### src/rtl/hazard_pkg.sv
// Shared encodings and widths for the pipeline hazard/stall sequencer.
package hazard_pkg;

  typedef enum logic [1:0] {
    ST_RUN      = 2'd0,
    ST_MEM_WAIT = 2'd1,
    ST_FLUSH    = 2'd2
  } hazard_state_e;

  localparam int unsigned REG_ZERO    = 0;
  localparam int unsigned WAIT_CNT_W  = 8;
  localparam int unsigned FLUSH_CNT_W = 3;

endpackage

### src/rtl/load_use_detect.sv
// Pure comparator: flags an ID source that depends on the load currently in EXE.
module load_use_detect
  import hazard_pkg::*;
#(
  parameter int unsigned REG_W = 5
) (
  input  logic [REG_W-1:0] id_rs_i,
  input  logic [REG_W-1:0] id_rt_i,
  input  logic             id_uses_rt_i,
  input  logic             exe_memread_i,
  input  logic [REG_W-1:0] exe_rd_i,
  output logic             load_use_o
);

  logic rd_nonzero;
  logic rs_match;
  logic rt_match;

  // $zero is never a real dependency, so it cannot cause a stall
  assign rd_nonzero = (exe_rd_i != REG_W'(REG_ZERO));
  assign rs_match   = (exe_rd_i == id_rs_i);
  assign rt_match   = id_uses_rt_i && (exe_rd_i == id_rt_i);
  assign load_use_o = exe_memread_i && rd_nonzero && (rs_match || rt_match);

endmodule

### src/rtl/hazard_stall_ctrl.sv
// Hazard/stall sequencer: load-use stall, memory freeze with timeout, branch flush.
// Optional HAZARD_STATS_EN adds saturating stall/flush statistics counters.
module hazard_stall_ctrl
  import hazard_pkg::*;
#(
  parameter int unsigned REG_W       = 5,
  parameter int unsigned FLUSH_SLOTS = 1,
  parameter int unsigned MEM_TIMEOUT = 15,
  parameter int unsigned CNT_W       = 16
) (
  input  logic             CLOCK,
  input  logic             RESET,
  input  logic [REG_W-1:0] id_rs,
  input  logic [REG_W-1:0] id_rt,
  input  logic             id_uses_rt,
  input  logic             exe_memread,
  input  logic [REG_W-1:0] exe_rd,
  input  logic             mem_req,
  input  logic             mem_ready,
  input  logic             branch_taken,
  output logic             pc_hold,
  output logic             ifid_hold,
  output logic             idexe_bubble,
  output logic             ifid_flush,
  output logic             pipe_freeze,
  output logic             mem_timeout,
  output logic [1:0]       state_o,
  output logic [CNT_W-1:0] stall_cycles,
  output logic [CNT_W-1:0] flush_count
);

  localparam logic [FLUSH_CNT_W-1:0] FlushReload = FLUSH_CNT_W'(FLUSH_SLOTS - 1);
  localparam logic [WAIT_CNT_W-1:0]  WaitLimit   = WAIT_CNT_W'(MEM_TIMEOUT);

  hazard_state_e          state_q, state_d;
  logic [WAIT_CNT_W-1:0]  wait_cnt_q, wait_cnt_d;
  logic [FLUSH_CNT_W-1:0] flush_cnt_q, flush_cnt_d;
  logic                   timeout_q, timeout_d;

  logic load_use;
  logic mem_stall;
  logic hold_c, bubble_c, flush_c, freeze_c, flush_evt;

  load_use_detect #(
    .REG_W (REG_W)
  ) u_load_use_detect (
    .id_rs_i       (id_rs),
    .id_rt_i       (id_rt),
    .id_uses_rt_i  (id_uses_rt),
    .exe_memread_i (exe_memread),
    .exe_rd_i      (exe_rd),
    .load_use_o    (load_use)
  );

  assign mem_stall = mem_req && !mem_ready;

  always_comb begin
    state_d     = state_q;
    wait_cnt_d  = wait_cnt_q;
    flush_cnt_d = flush_cnt_q;
    timeout_d   = timeout_q;
    hold_c      = 1'b0;
    bubble_c    = 1'b0;
    flush_c     = 1'b0;
    freeze_c    = 1'b0;
    flush_evt   = 1'b0;

    case (state_q)
      ST_RUN: begin
        if (mem_stall) begin
          freeze_c   = 1'b1;
          wait_cnt_d = WAIT_CNT_W'(1);
          state_d    = ST_MEM_WAIT;
        end else if (branch_taken) begin
          // ID instruction is squashed, so any load-use on it is moot
          flush_c   = 1'b1;
          bubble_c  = 1'b1;
          flush_evt = 1'b1;
          if (FLUSH_SLOTS > 1) begin
            state_d     = ST_FLUSH;
            flush_cnt_d = FlushReload;
          end
        end else if (load_use) begin
          hold_c   = 1'b1;
          bubble_c = 1'b1;
        end
      end

      ST_MEM_WAIT: begin
        if (mem_ready) begin
          state_d = ST_RUN;
        end else if (wait_cnt_q == WaitLimit) begin
          timeout_d = 1'b1;
          state_d   = ST_RUN;
        end else begin
          freeze_c   = 1'b1;
          wait_cnt_d = wait_cnt_q + WAIT_CNT_W'(1);
        end
      end

      ST_FLUSH: begin
        if (mem_stall) begin
          // Freeze pauses the flush sequence; no timeout in this state
          freeze_c = 1'b1;
        end else if (branch_taken) begin
          flush_c     = 1'b1;
          bubble_c    = 1'b1;
          flush_evt   = 1'b1;
          flush_cnt_d = FlushReload;
        end else begin
          flush_c = 1'b1;
          if (flush_cnt_q <= FLUSH_CNT_W'(1)) begin
            state_d = ST_RUN;
          end else begin
            flush_cnt_d = flush_cnt_q - FLUSH_CNT_W'(1);
          end
        end
      end

      default: state_d = ST_RUN;
    endcase
  end

  always_ff @(posedge CLOCK or negedge RESET) begin
    if (!RESET) begin
      state_q     <= ST_RUN;
      wait_cnt_q  <= '0;
      flush_cnt_q <= '0;
      timeout_q   <= 1'b0;
    end else begin
      state_q     <= state_d;
      wait_cnt_q  <= wait_cnt_d;
      flush_cnt_q <= flush_cnt_d;
      timeout_q   <= timeout_d;
    end
  end

  // Strobes are forced low while reset is held, whatever the inputs do
  assign pc_hold      = RESET && hold_c;
  assign ifid_hold    = RESET && hold_c;
  assign idexe_bubble = RESET && bubble_c;
  assign ifid_flush   = RESET && flush_c;
  assign pipe_freeze  = RESET && freeze_c;
  assign mem_timeout  = timeout_q;
  assign state_o      = state_q;

`ifdef HAZARD_STATS_EN
  logic [CNT_W-1:0] stall_cnt_q;
  logic [CNT_W-1:0] flush_ev_cnt_q;

  always_ff @(posedge CLOCK or negedge RESET) begin
    if (!RESET) begin
      stall_cnt_q    <= '0;
      flush_ev_cnt_q <= '0;
    end else begin
      if ((hold_c || freeze_c) && !(&stall_cnt_q)) begin
        stall_cnt_q <= stall_cnt_q + CNT_W'(1);
      end
      if (flush_evt && !(&flush_ev_cnt_q)) begin
        flush_ev_cnt_q <= flush_ev_cnt_q + CNT_W'(1);
      end
    end
  end

  assign stall_cycles = stall_cnt_q;
  assign flush_count  = flush_ev_cnt_q;
`else
  logic unused_flush_evt;
  assign unused_flush_evt = flush_evt;
  assign stall_cycles     = '0;
  assign flush_count      = '0;
`endif

endmodule
### config.mk
export PLATFORM = sky130hd
export DESIGN_NAME = hazard_stall_ctrl
export DESIGN_NICKNAME = d
export VERILOG_FILES = /design/src/rtl/hazard_pkg.sv /design/src/rtl/load_use_detect.sv /design/src/rtl/hazard_stall_ctrl.sv
export SDC_FILE = /design/constraint.sdc
export NUM_CORES = 1
export LEC_CHECK = 0
export ABC_AREA = 1
export CAP_MARGIN = 25
export CORE_MARGIN = 5
export CORE_UTILIZATION = 26
export CTS_BUF_LIST = sky130_fd_sc_hd__clkbuf_4
export CTS_CLUSTER_SIZE = 40
export DETAILED_ROUTE_END_ITERATION = 10
export MAX_ROUTING_LAYER = met4
export PLACE_DENSITY_LB_ADDON = 0.08
export SLEW_MARGIN = 20
export SYNTH_ARGS = -nofsm -noshare
export SYNTH_HDL_FRONTEND = slang
export SYNTH_SLANG_ARGS = --single-unit
### constraint.sdc
create_clock -name CLOCK -period 1.8 [get_ports CLOCK]
set_clock_uncertainty 0.15 [all_clocks]
set_input_delay 0.27 -clock CLOCK [delete_from_list [all_inputs] [get_ports CLOCK]]
set_output_delay 0.27 -clock CLOCK [all_outputs]
set_load 0.01 [all_outputs]
* Word level (Yosys, flattened, before mapping) *
Index checks and enable logic that the tools add are counted.
W data, S select, Z words.

storage, ports and cells
  bits in registers = 14
  input port bits = 22
  output and inout port bits = 40
  word-level logic and storage cells = 68

cells by class
  add/sub/neg operators = 2
  $lt $le $gt $ge = 1
  equality and inequality tests = 13
  mux-type cells = 28
  bitwise gates (word level) = 2
  reductions and logical operators = 18

operators by type and width
  operator               count
  $mux W8                3
  $pmux W8 S2            1
  $ne A2 B2 Y1 const B   7
  $mux W1                12
  $mux W2                6
  $eq A5 B5 Y1           2
  $add A8 B1 Y8 const B  1
  $eq A8 B4 Y1 const B   1
  $logic_and A1 B1 Y1    8
  $mux W3                2
  $pmux W1 S2            3
  $pmux W2 S3            1
  $reduce_and A3 Y1      2
  $reduce_and A5 Y1      1
  $reduce_bool A5 Y1     1
  $reduce_and A4 Y1      1
  $le A3 B1 Y1 const B   1
  $ne A3 B3 Y1 const B   1
  $sub A3 B1 Y3 const B  1
  $eq A2 B1 Y1 const B   1
  $eq A2 B2 Y1 const B   1
  $logic_not A2 Y1       1
  $not A1 Y1             2
  $reduce_bool A2 Y1     1
  3 further kinds        3

* Depth between registers and ports, before layout *
  word-level depth = 9
  mapped depth = 9

* Cells and area by module *
A second synthesis with hierarchy kept.

unflattened totals
  cell total of the unflattened synthesis = 182
  area, all modules = 1103.6 µm²

modules (own cells, without submodules)
  module             times used  cells each  area an instance (µm²)  seq. area each (µm²)
  hazard_stall_ctrl  1           130         897.1                   250.2
  load_use_detect    1           52          206.4                   0.0

* Least setup slack after synthesis *
No wires, ideal clock.

  path type = register to output
  start = register state_q[0], in the netlist state_o[0]
  end = output pc_hold
  arrival = 1232 ps
  slack = 148 ps
  cell stages (with the launch flop) = 7
  path through = dfrtp_1 -> nor3_1 -> nand2_1 -> nor2_1 -> nand2_1 -> nor2_1 -> buf_4

between the ends
  longest elaborated chain between the ends = 3

RTL lines
  element                 RTL line                  RTL
  start, declared         hazard_stall_ctrl.sv:35   hazard_state_e state_q, state_d;
  start signal, assigned  hazard_stall_ctrl.sv:131  state_q <= state_d;
  $logic_not A2 Y1        hazard_stall_ctrl.sv:68   case (state_q)
  $mux W1                 hazard_stall_ctrl.sv:68
  $logic_and A1 B1 Y1     --
  end, declared           hazard_stall_ctrl.sv:21   output logic pc_hold,

Every way passes these cells.

* Worst setup path after layout *
  start = input id_rs[4]
  end = output ifid_hold

between the ends
  longest elaborated chain between the ends = 8

RTL lines
  element              RTL line                  RTL
  start, declared      hazard_stall_ctrl.sv:13   input logic [REG_W-1:0] id_rs,
  $eq A5 B5 Y1         load_use_detect.sv:21     assign rs_match = (exe_rd_i == id_rs_i);
  $logic_or A1 B1 Y1   load_use_detect.sv:23     assign load_use_o = exe_memread_i && rd_nonzero && (rs_match || rt_match);
  $logic_and A1 B1 Y1  load_use_detect.sv:23
  $mux W1              hazard_stall_ctrl.sv:83   end else if (load_use) begin
  $mux W1              hazard_stall_ctrl.sv:74   end else if (branch_taken) begin
  $mux W1              hazard_stall_ctrl.sv:70   if (mem_stall) begin
  $mux W1              hazard_stall_ctrl.sv:68
  $logic_and A1 B1 Y1  hazard_stall_ctrl.sv:140  assign ifid_hold = RESET && hold_c;
  end, declared        hazard_stall_ctrl.sv:22   output logic ifid_hold,

Every way passes these cells.

==> impl_metrics.yaml <==
floorplanning:
  die_w_um: 75.41
  dieArea_um2: 5686
  rows: 23
  die_height_um: 75.41
  design.core.area_um2: 4086
  ios: 62
  initial_utilization_pct: 27.22
critical_path:
  r2r_start: "wait_cnt_q[0]"
  crit_top_cell: "nand2_1"
  crit_required_ns: 1.38
  cp-endpoint: "ifid_hold"
  end_kind: "output pin"
  crit_buf_inv: 2
  critical_path.startpoint: "id_rs[4]"
  crit_family: "buffers and inverters"
  crit_slowest_cell: "clkdlybuf4s50_1"
  cp_cell_sequence: "clkdlybuf4s50_1 > xnor2_1 > nand3_1 > nand2_1 > nand2_1 > nor2_2 > buf_2"
  critPathMaxFanout: 2
  max_stage_delay_ns: 0.48
  critical_path_cell_count: 7
  crit_type: "in2out"
  rr_worst_depth: 7
  worstReg2RegEnd: "wait_cnt_q[6]"
  rrSetupSlack_ns: 0.29
  startpoint_type: "primary input"
  critPathArrivalTime_ns: 1.35
place:
  gp_congestion: 0.7596
  placed_cells: 276
  place_hpwl_um: 2323
  port_buffers: 28
cells_and_area:
  synthToLayoutAreaGrowth_pct: 33.75
  layout_common_cells: "nand2_1, conb_1, inv_1"
  nets: 255
  final_cells: 281
  layout_commonest_cell: "nand2_1"
  drive_above_1_share_pct: 17.32
  antenna_cells: 0
yosys:
  synth_top_area_cell: "buf_4"
  avgSynthCellArea_um2: 6.180
  synth_area_um2: 1112
  synthSimpleGateAreaFrac_pct: 38.13
  netlist.area_leader.share_pct: 22.95
  synth_compound_area_share_pct: 3.375
  synth_top_family_by_area: "simple AND/OR/NAND/NOR gates"
  synth-seq-cells: 10
  yosys_warnings: 0
  synth_seq_area_share_pct: 22.50
  synthMuxAreaShare_pct: 0
  yosys.area_share.adder_pct: 1.125
  synthTopCellsByArea: "buf_4, dfrtp_1, nand2_1"
  synth_xor_area_share_pct: 2.362
  synth_cells: 180
  synth.distinct_cells: 20
power_and_ir_drop:
  power_density_nw_per_um2: 472.3
  p_total_uw: 702.6
  p_leak_uw: 0.0009512
  ir_worst_vdd_mv: 0.1748
clocking:
  clockBufferDepth: 2
  cts_buffers: 3
  cts-root-buf: "clkbuf_4"
  insertion_delay_ns: 0.27
  cts.clk_slew.worst_paths_ns: 0.07
  cts_tree: "yes"
  cts-htree-levels: 1
  clock-sinks: 10
routing:
  firstDrtPassIters: 4
  wl_per_cell_um: 9.665
  num_vias: 1079
  antenna_left: 0
  drcViolationCount: 0
  drt_iter0_drc: 75
  routed_wl_um: 2716
  avgViaCountPerCell: 3.840
timing:
  hold_viol: 0
  period_minus_slack_ns: 1.771
  finalSetupViolations: 0
  rsz0062_at_grt: "yes"
  final_max_slew_viol_count: 0
  post-route-period-util_pct: 98.40
  fmax_mhz: 564.6
grt:
  grt_pass1_vias: 969
  grt.met1_usage_pct: 14.32
  antenna_found_initial: 0
  use_met2_pct: 16.68
  grt_pass1_wl_um: 4540
  gr-usage-met3_pct: 2.507
  grt_max_degree: 11
  busiest_layer: "met2"
  grt_overflow: 0
  track_usage_pct: 10.64
run:
  drv_cap: 0
worst_hold_path:
  min_path_type: "reg2reg"
status:
  status: "finished, final reports clean"
## power by group
part	total (µW)	internal, µW	switching [µW]
sequential	255	243	12.1
clock	167	80.2	87.0
combinational	280	123	158
total	703	446	257
## metrics by stage
step / area [µm²] / setup WS, ns / util, % / setup TNS [ns] / hold WS, ns
3_5_place_dp: 1470 / -0.6613 / 35.98 / -2.751 / 0.2948
3_3_place_gp: 1470 / -0.6296 / 35.98 / -2.653 / 0.2877
4_1_cts: 1483 / -0.05253 / 36.28 / -0.1035 / 0.3108
5_1_grt: 1488 / -0.05185 / 36.41 / -0.1262 / 0.3545
2_1_floorplan: 1232 / 0.1477 / - / 0 / -0.1756
6_report: 1488 / 0.02872 / 36.41 / 0 / 0.3036
## cells by family (layout without fill, tap and decap cells)
kind of cell,Yosys count,count (layout)
buf+inv,61,80
other cells,1,33
simple gates,100,100
flops,10,10
compound gates,4,4
fa+ha+maj,1,1
xor+xnor,3,3
## metal layers
| metal | part of all wire (%) | vias up |
|---|---|---|
| met1 | 47 | 459 |
| met5 | 0 | - |
| met3 | 7.6 | 2 |
| li1 | - | 578 |
| met4 | 0.77 | 0 |
| met2 | 45 | 40 |
## how the worst min path moves through the flow
stage                           start     endpoint  cells after the start
after global routing      mem_timeout  mem_timeout                      1
after global placement    mem_timeout  mem_timeout                      1
after CTS                 mem_timeout  mem_timeout                      1
after detailed placement  mem_timeout  mem_timeout                      1
after floorplan                 RESET  mem_timeout                      0
final                     mem_timeout  mem_timeout                      1
## worst reg2reg max path: stages (launching register included)
cell     delay, ns
dfrtp_1       0.37
ha_2          0.22
nand2_4       0.07
o21ai_4       0.16
buf_4         0.20
nand2_4       0.11
nand2_1       0.09
nand2_1       0.04
## layout make-up
class                           count  area, µm²
Timing Repair Buffer               49      400.4
Multi-Input combinational cell    141      645.6
Clock inverter                      1      3.754
Sequential cell                    10      250.2
Clock buffer                        3      22.52
Inverter                           27      102.6
Fill cell                         449       2599
Tap cell                           50      62.56
## Yosys cell counts (all sizes together)
cell type and instances:
nor3 2, nand2 58, a21oi 1, o21ai 2
dfrtp 10, xor2 2, conb 1, buf 34
nand4 2, a21o 1, nor3b 1, clkinv 1
nor2 21, ha 1, nand3 16, inv 26
xnor2 1
## state kept, by name, indices dropped and copies added (netlist names)
signal / count
mem_timeout: 1
state_o: 1
wait_cnt_q: 8
## timing repair
item	CTS	global route
buffers inserted	0	0
hold buffers	1	0
gates resized for setup	40	2
setup endpoints to repair	5	6
hold endpoints to repair	10	0
pin swaps	13	4
(Power assumes the default switching activity.)
